**src/rtl/coherence_cache_pkg.sv**
```systemverilog
// Shared cache-transfer types: writeback/refill FSM state encodings and the
// line-offset helper used to align byte addresses to cache-line boundaries.
package coherence_cache_pkg;

  typedef enum logic [1:0] {W_IDLE, W_BUSY, W_DONE} xfer_wstate_t;
  typedef enum logic [2:0] {R_IDLE, R_WAIT, R_ADDR, R_DATA, R_DONE} xfer_rstate_t;

  // Number of low byte-address bits that fall inside one cache line.
  function automatic int line_offset(input int word_per_line, input int byte_per_word);
    return $clog2(word_per_line * byte_per_word);
  endfunction

endpackage

```
**src/rtl/cache_line_xfer_engine.sv**
```systemverilog
// Per-cache line transfer engine: one writeback line and one refill line as
// concurrent AXI4-style beat streams. Optional macro CACHE_XFER_WB_FWD_EN.
module cache_line_xfer_engine
  import coherence_cache_pkg::*;
#(
  parameter int ADDR_BITS      = 32,
  parameter int WORD_PER_LINE  = 8,
  parameter int BYTE_PER_WORD  = 4,
  parameter int DATA_WIDTH     = BYTE_PER_WORD * 8,
  parameter int LINE_BITS_SIZE = WORD_PER_LINE * DATA_WIDTH
) (
  input  logic                      clk,
  input  logic                      rst,
  input  logic                      wb_req,
  input  logic [ADDR_BITS-1:0]      wb_addr,
  input  logic [LINE_BITS_SIZE-1:0] wb_line,
  output logic                      wb_done,
  input  logic                      rf_req,
  input  logic [ADDR_BITS-1:0]      rf_addr,
  output logic [LINE_BITS_SIZE-1:0] rf_line,
  output logic                      rf_done,
  output logic                      c_awvalid,
  input  logic                      c_awready,
  output logic [ADDR_BITS-1:0]      c_awaddr,
  output logic                      c_wvalid,
  input  logic                      c_wready,
  output logic [DATA_WIDTH-1:0]     c_wdata,
  output logic                      c_arvalid,
  input  logic                      c_arready,
  output logic [7:0]                c_arlen,
  output logic [ADDR_BITS-1:0]      c_araddr,
  input  logic                      c_rvalid,
  output logic                      c_rready,
  input  logic [DATA_WIDTH-1:0]     c_rdata
);

  localparam int OFF       = line_offset(WORD_PER_LINE, BYTE_PER_WORD);
  localparam int WORD_BITS = $clog2(WORD_PER_LINE);
  localparam logic [WORD_BITS-1:0] LAST_BEAT = WORD_BITS'(WORD_PER_LINE - 1);

  function automatic logic [ADDR_BITS-1:0] align_addr(input logic [ADDR_BITS-1:0] a);
    return {a[ADDR_BITS-1:OFF], {OFF{1'b0}}};
  endfunction

  xfer_wstate_t              wstate_q, wstate_d;
  logic [ADDR_BITS-1:0]      waddr_q, waddr_d;
  logic [LINE_BITS_SIZE-1:0] wline_q, wline_d;
  logic [WORD_BITS-1:0]      wbeat_q, wbeat_d;
  logic                      aw_done_q, aw_done_d;
  logic                      wd_done_q, wd_done_d;

  xfer_rstate_t              rstate_q, rstate_d;
  logic [ADDR_BITS-1:0]      raddr_q, raddr_d;
  logic [LINE_BITS_SIZE-1:0] rline_q, rline_d;
  logic [WORD_BITS-1:0]      rbeat_q, rbeat_d;

  logic aw_hs, w_hs, w_last;
  logic wb_active, wb_taking, rf_conflict;
  logic [ADDR_BITS-1:0] rf_aligned;

  assign c_awvalid = (wstate_q == W_BUSY) && !aw_done_q;
  assign c_wvalid  = (wstate_q == W_BUSY) && !wd_done_q;
  assign c_awaddr  = waddr_q;
  assign c_wdata   = wline_q[wbeat_q*DATA_WIDTH +: DATA_WIDTH];
  assign wb_done   = (wstate_q == W_DONE);

  assign c_arvalid = (rstate_q == R_ADDR);
  assign c_rready  = (rstate_q == R_DATA);
  assign c_araddr  = raddr_q;
  assign c_arlen   = 8'(WORD_PER_LINE - 1);
  assign rf_line   = rline_q;
  assign rf_done   = (rstate_q == R_DONE);

  assign aw_hs  = c_awvalid && c_awready;
  assign w_hs   = c_wvalid && c_wready;
  assign w_last = w_hs && (wbeat_q == LAST_BEAT);

  // Write FSM: address and data channels finish independently, in any order.
  always_comb begin
    wstate_d  = wstate_q;
    waddr_d   = waddr_q;
    wline_d   = wline_q;
    wbeat_d   = wbeat_q;
    aw_done_d = aw_done_q;
    wd_done_d = wd_done_q;
    case (wstate_q)
      W_IDLE: begin
        if (wb_req) begin
          waddr_d   = align_addr(wb_addr);
          wline_d   = wb_line;
          wbeat_d   = '0;
          aw_done_d = 1'b0;
          wd_done_d = 1'b0;
          wstate_d  = W_BUSY;
        end
      end
      W_BUSY: begin
        if (aw_hs)  aw_done_d = 1'b1;
        if (w_hs)   wbeat_d   = wbeat_q + 1'b1;
        if (w_last) wd_done_d = 1'b1;
        if ((aw_done_q || aw_hs) && (wd_done_q || w_last)) wstate_d = W_DONE;
      end
      W_DONE: begin
        aw_done_d = 1'b0;
        wd_done_d = 1'b0;
        wstate_d  = W_IDLE;
      end
      default: wstate_d = W_IDLE;
    endcase
  end

  // A refill to the line being written back (or captured this same cycle)
  // must not overtake the writeback.
  assign wb_active   = (wstate_q != W_IDLE);
  assign wb_taking   = (wstate_q == W_IDLE) && wb_req;
  assign rf_aligned  = align_addr(rf_addr);
  assign rf_conflict = (wb_active && (rf_aligned == waddr_q)) ||
                       (wb_taking && (rf_aligned == align_addr(wb_addr)));

  always_comb begin
    rstate_d = rstate_q;
    raddr_d  = raddr_q;
    rline_d  = rline_q;
    rbeat_d  = rbeat_q;
    case (rstate_q)
      R_IDLE: begin
        if (rf_req) begin
          raddr_d = rf_aligned;
          rbeat_d = '0;
          if (rf_conflict) begin
`ifdef CACHE_XFER_WB_FWD_EN
            rline_d  = wb_active ? wline_q : wb_line;
            rstate_d = R_DONE;
`else
            rstate_d = R_WAIT;
`endif
          end else begin
            rstate_d = R_ADDR;
          end
        end
      end
      R_WAIT: if (wstate_q == W_IDLE) rstate_d = R_ADDR;
      R_ADDR: if (c_arready) rstate_d = R_DATA;
      R_DATA: begin
        if (c_rvalid) begin
          rline_d[rbeat_q*DATA_WIDTH +: DATA_WIDTH] = c_rdata;
          rbeat_d = rbeat_q + 1'b1;
          if (rbeat_q == LAST_BEAT) rstate_d = R_DONE;
        end
      end
      R_DONE:  rstate_d = R_IDLE;
      default: rstate_d = R_IDLE;
    endcase
  end

  always_ff @(posedge clk or posedge rst) begin
    if (rst) begin
      wstate_q  <= W_IDLE;
      waddr_q   <= '0;
      wline_q   <= '0;
      wbeat_q   <= '0;
      aw_done_q <= 1'b0;
      wd_done_q <= 1'b0;
      rstate_q  <= R_IDLE;
      raddr_q   <= '0;
      rline_q   <= '0;
      rbeat_q   <= '0;
    end else begin
      wstate_q  <= wstate_d;
      waddr_q   <= waddr_d;
      wline_q   <= wline_d;
      wbeat_q   <= wbeat_d;
      aw_done_q <= aw_done_d;
      wd_done_q <= wd_done_d;
      rstate_q  <= rstate_d;
      raddr_q   <= raddr_d;
      rline_q   <= rline_d;
      rbeat_q   <= rbeat_d;
    end
  end

endmodule

```
**config.mk**
```make
export PLATFORM = sky130hd
export DESIGN_NAME = cache_line_xfer_engine
export DESIGN_NICKNAME = d
export VERILOG_FILES = /design/src/rtl/coherence_cache_pkg.sv /design/src/rtl/cache_line_xfer_engine.sv
export SDC_FILE = /design/constraint.sdc
export NUM_CORES = 1
export LEC_CHECK = 0
export BUFFER_PORTS_ARGS = -buffer_cell sky130_fd_sc_hd__buf_2
export CAP_MARGIN = 20
export CORE_AREA = 10 10 275 277
export CTS_CLUSTER_DIAMETER = 60
export DETAILED_ROUTE_END_ITERATION = 16
export DIE_AREA = 0 0 285 287
export PLACE_DENSITY = 0.67
export SETUP_SLACK_MARGIN = 0.1
export SYNTH_ARGS = -nofsm -noshare
export SYNTH_HDL_FRONTEND = slang
export SYNTH_SLANG_ARGS = --single-unit
```
**constraint.sdc**
```tcl
create_clock -name clk -period 41.5 [get_ports clk]
set_clock_uncertainty 0.1 [all_clocks]
set_input_delay 2.075 -clock clk [delete_from_list [all_inputs] [get_ports clk]]
set_output_delay 2.075 -clock clk [all_outputs]
set_load 0.02 [all_outputs]
```
==> results.cfg, run 1 <==
[pwr]
power.density_nw_per_um2 = 76.9
leakagePower_nw = 14.9
report.power.total_w = 0.00239
ir_drop_mv = 0.0533

[routing]
drc = 0
postRouteAntennaNets = 0
drt-total-wl_mm = 79.9
first_pass_iters = 5
viasPerCell = 4.88
num_vias = 17339
drtIter0Drc = 1005
wire_per_inst_microns = 22.5

[run_status]
status = finished clean

[clock_network]
cts.repair.resized = 0
cts_buffer_depth = 3
htree_levels = 3
clk_latency_ns = 0.61
hold_buffers = 0
clk_pin_slew_ns = 0.06
numCtsBuffers = 68
cts.sinks = 579
postCtsSetupBuffers = 0
clockRootBuffer = clkbuf_16
cts_tree = done

[floorplanning]
fp.dieH_microns = 287
top_level_ports = 726
initial_utilization_pct = 35.2
dieArea_sq_um = 81800
core.rowCount = 97
core_area_sq_um = 69800
die_w_microns = 285

[place]
dpl.hpwl_mm = 60.0
gp_congestion = 0.812
place_ws_ns = 35.58
numPortBuffers = 697

[yosys]
synthesis.area_sq_um = 24600
synth-main-ff-cell = dfrtp_1
ys_seq_elements = 579
yosys_warnings = 0
netlist_instances = 1890
yosysMostFrequentCell = dfrtp_1
netlist.area_leader.share_pct = 58.9
synthTopCellsByArea = dfrtp_1, mux2_2, mux4_2
syn_avg_cell_area_sq_um = 13.0
synth_common_cells = dfrtp_1, nand2_1, mux2_2
ys_async_sr_fraction_pct = 100
synth.largest_area_cell = dfrtp_1
synth.distinct_cells = 41
yosysSeqAreaShare_pct = 58.9
synth_edf_count = 0

[timing]
setup_tns_ns = 0
rsz0062_at_grt = no
final_hold_viol_count = 0
setup_viol = 0
slew_headroom_pct = 24.1
max_slew.worst_pin.slew_ns = 1.14
maxSlewViolCount = 0
fin_crit_sh_pct = 13.4
max_freq_mhz = 180
finalCriticalPeriod_ns = 5.56
fin_ws_ns = 35.94

[worst_hold_path]
min_from = rf_line[75]
hold_path.class = register to register

[worst_setup_path]
crit_chain = buf_4 -> mux4_2 -> mux2_2 -> buf_2
required_ns = 39.33
cp_slowest_cell = dfrtp_4
r2r_start = rbeat_q[0]
worst_setup_path_end_kind = output port
crit_fanout = 42
startpoint = wbeat_q[0]
crit_type = register to output port
max_stage_delay_ns = 0.81
cp-start-kind = register
crit_arrival_ns = 3.39

[final_layout]
fin_nets = 2929
layout-drive-gt1-share_pct = 48.9
synthToLayoutAreaGrowth_pct = 26.4

[run]
max_cap_viol_count = 0

[grt]
grt_usage_pct = 18.9
grt_max_degree = 191
overflow = 0
grt_pass1_wl_mm = 118
grt_pass1_vias = 18316
antenna_found_initial = 19
sequential cells by signal (all words and copies together) (netlist names):
signal / count
rf_line: 256
wline_q: 256
c_araddr: 27
c_awaddr: 27
rbeat_q: 3
rstate_q: 3
wbeat_q: 3
wstate_q: 2
aw_done_q: 1
wd_done_q: 1
stage by stage:
stage / hold slack (ns) / std cells / cell area (sq um) / utilization [%]
after floorplan: 0.374 / 1906 / 24600 / -
after global placement: 0.358 / 3429 / 28800 / 41.3
after detailed placement: 0.364 / 3429 / 28800 / 41.3
after CTS: 0.377 / 3545 / 31000 / 44.5
after global routing: 0.391 / 3554 / 31100 / 44.5
final: 0.372 / 3556 / 31100 / 44.5
report_power, final:
part           leakage [nW]  total, W  switching [W]  internal (W)
registers              7.36  0.000907       0.000136      0.000771
clock network          1.08  0.000587       0.000243      0.000343
logic                  6.47  0.000896       0.000484      0.000411
total                  14.9   0.00239       0.000864       0.00153
cells by family after synthesis:
group	share of synthesized area [%]
fa+ha+maj	0.458
buf+inv	2.82
compound gates	4.91
simple gates	7.35
xor+xnor	1.92
other cells	0.0305
flops	58.9
mux	23.6
final timing paths:
kind / endpoint / slack, ns / cells after the start
max: c_wdata[27] / 35.94 / 4
min: rf_line[75] / 0.37 / 2
max reg2reg: rf_line[192] / 37.92 / 8
min reg2reg: rf_line[75] / 0.37 / 2
max in group asynchronous: wbeat_q[0] / 36.42 / 5
min in group asynchronous: rf_line[97] / 1.56 / 2
cell type report:
cell class	count	area (sq um)
timing repair buffer	717	3680
clock buffer	92	1890
inverter	5	26.3
clock inverter	24	292
sequential	579	14500
antenna	10	25.0
tap	940	1180
fill	6525	38700
multi-input combinational	1189	9480
worst max-delay path, delay by kind of cell (launching register included):
family   cells  cell delay, ns
buf+inv      2            0.95
mux          2            0.95
flops        1            0.81
cells in the final DEF, fill, tap and decap left out, drive strengths merged, types with 7 or more instances in the layout:
master	n
clkbuf	92
nand2	358
nor4	14
xor2	54
o21ai	228
buf	717
mux4	64
nor3	7
diode	10
clkinv	12
dfrtp	579
inv	14
mux2	374
conb	18
nor2	12
ha	9
nand3	20
metal layers:
layer	vias up	track usage, %	routed length, microns
met5	-	0	95
met4	14	6.71	2420
met3	146	5.18	5440
met2	545	32.5	40500
met1	8732	22.5	31400
li1	7902	-	-
Power figures use the tool's default switching activity.
==> run 2, diff against run 1 <==
Settings changed: ABC_AREA from default to 1, CORE_AREA 10 10 275 277 to 10 10 271 273, DIE_AREA 0 0 285 287 to 0 0 281 283, PLACE_DENSITY 0.67 to 0.72.
Clock period 41.5 ns to 4.7 ns, I/O delays scaled along.
==> results.cfg, run 2 <==
[pwr]
power_switching_w = 0.00863
pwr-share-comb_pct = 38.2
power.density_nw_per_um2 = 584
p_int_w = 0.0120
clockPowerShare_pct = 26.1
leakagePower_nw = 18.1
ir_drop_mv = 0.380
sw_frac_of_total_pct = 41.8
pwr-share-seq_pct = 35.7

[timing]
max_slew.worst_pin.slew_ns = 1.06
setup_tns_ns = 0
holdWs_ns = 0.00983
maxSlewViolCount = 0
setup_viol = 0
fin_ws_ns = 0.884
slew_headroom_pct = 28.9
rsz0062_at_grt = no
max_freq_mhz = 262
fin_crit_sh_pct = 81.2
final_hold_viol_count = 0
finalCriticalPeriod_ns = 3.82

[routing]
drtIter0Drc = 2672
first_pass_iters = 7
viasPerCell = 5.23
postRouteAntennaNets = 0
drc = 0
wire_per_inst_microns = 21.7
num_vias = 25676
drt-total-wl_mm = 106

[yosys]
yosys_warnings = 0
synth.distinct_cells = 37
synthesis.area_sq_um = 25300
synth.largest_area_cell = dfrtp_1
netlist.area_leader.share_pct = 57.3
synthTopCellsByArea = dfrtp_1, nand2_1, o21ai_0
ys_seq_elements = 579
ys_async_sr_fraction_pct = 100
synth_common_cells = nand2_1, dfrtp_1, o21ai_0
synth_edf_count = 0
yosysMostFrequentCell = nand2_1
synth-main-ff-cell = dfrtp_1
yosysSeqAreaShare_pct = 57.3
netlist_instances = 3001
syn_avg_cell_area_sq_um = 8.43

[grt]
grt_max_degree = 171
grt_pass1_vias = 25413
grt_pass1_wl_mm = 159
overflow = 0
grt_usage_pct = 25.8
antenna_found_initial = 19

[run_status]
status = finished clean

[place]
numPortBuffers = 697
place_ws_ns = 1.15
gp_congestion = 0.932
place_inst = 4428
dpl.hpwl_mm = 71.9
place_area_sq_um = 29500

[run]
max_cap_viol_count = 0

[final_layout]
final_common_cell = nand2_1
final_cell_area_sq_um = 35300
stdcell_count = 4912
layout-drive-gt1-share_pct = 22.0
synthToLayoutAreaGrowth_pct = 39.5
fin_nets = 4333
final_cell_mix = nand2_1, buf_2, dfrtp_1, o21ai_0, dlygate4sd3_1
fillers = 5945

[worst_setup_path]
crit_type = register to output port
r2r-end = rf_line[45]
cp_top_family = flip-flops
crit_top_cell = o21ai_0
reg2reg_slack_ns = 1.19
cp-start-kind = register
r2r_start = rbeat_q[0]
cp_slowest_cell = dfrtp_4
worst_setup_path_end_kind = output port
required_ns = 4.37
crit_chain = buf_12 -> a21oi_1 -> o21ai_0 -> o21ai_0 -> nor2_1 -> a31oi_1 -> buf_2
r2r_cells = 8
crit_arrival_ns = 3.48
crit_fanout = 83
max_stage_delay_ns = 1.07
worst-path-buf-inv = 2
startpoint = wbeat_q[1]

[clock_network]
clk_latency_ns = 0.60
numCtsBuffers = 67
cts.sinks = 579
postCtsSetupBuffers = 0
htree_levels = 3
clk_pin_slew_ns = 0.06
clockRootBuffer = clkbuf_16
cts_buffer_depth = 3
cts_tree = done

[floorplanning]
core_area_sq_um = 68100
top_level_ports = 726
dieArea_sq_um = 79500
die_w_microns = 281
fp.dieH_microns = 283
core.rowCount = 96
initial_utilization_pct = 37.1

[worst_hold_path]
hold_path.class = input port to async pin
==> run 2: cell count changes after synthesis, moves of 33 or more <==
cell / change
a21oi_1: +54
nor2_1: +108
xor2_1: -54
xnor2_1: +33
clkbuf_1: +77
nand3_1: +82
inv_1: +179
nand2_1: +759
o21ai_0: +215
mux4_2: -64
mux2_2: -337
==> run 2: layout make-up <==
type                       count  area, sq um  area share (%)
clock inverter                26          378            1.07
inverter                     194          737            2.09
tap                          882         1100            3.13
sequential                   579        14500            41.1
antenna                       17         42.5           0.121
clock buffer                  92         1890            5.36
timing repair buffer        1083         7380            20.9
multi-input combinational   2039         9250            26.2
==> run 2: layer usage <==
layer	vias up	global-route usage, %	wire, microns
met5	-	0	45
met3	378	7.13	10800
met1	12135	30.1	38700
met4	8	16.3	7350
li1	11529	-	-
met2	1626	41.6	49500
==> run 2: kinds of logic (layout without fill, tap and decap cells) <==
group | count (synthesis) | in the layout | share of synthesized area, %
other cells | 2 | 35 | 0.0297
xor+xnor | 33 | 33 | 1.14
fa+ha+maj | 9 | 9 | 0.445
flops | 579 | 579 | 57.3
simple gates | 1382 | 1382 | 21.7
mux | 11 | 11 | 0.549
buf+inv | 399 | 1395 | 6.48
compound gates | 586 | 586 | 12.4
==> run 2: timing repair <==
item                                   4_1_cts  5_1_grt
resized for setup                            0        0
hold buffers                               348        0
endpoints found under the hold margin      572        0
==> run 2: through the flow <==
stage | power [W] | util (%)
after floorplan | 0.0119 | -
after global placement | 0.0146 | 43.3
after detailed placement | 0.0148 | 43.3
after CTS | 0.0205 | 51.7
after global routing | 0.0217 | 51.8
final | 0.0206 | 51.8
==> run 2: power by group through the flow <==
stage          sequential, W  clock (W)  combinational, W
5_1_grt              0.00749    0.00565           0.00858
4_1_cts              0.00728    0.00546           0.00773
3_3_place_gp         0.00730          0           0.00733
6_report             0.00735    0.00539           0.00788
3_5_place_dp         0.00736          0           0.00744
2_1_floorplan        0.00755          0           0.00435
==> run 2: worst max path at each step <==
stage,endpoint,slack [ns],cells past startpoint
floorplan,aw_done_q,-3.52,1
global placement,rf_line[160],1.23,8
detailed placement,rf_line[45],1.15,8
CTS,c_wdata[8],0.96,7
global route,c_wdata[4],0.85,6
finish,c_wdata[8],0.88,7
==> run 2: worst reg2reg max path, cell delays in order (launching register included) <==
cell      delay, ns
dfrtp_1        0.70
inv_2          0.26
ha_2           0.26
ha_1           0.27
nor2_4         0.54
clkinv_1       0.70
nor3_1         0.46
nand2_1        0.10
nand2_1        0.08
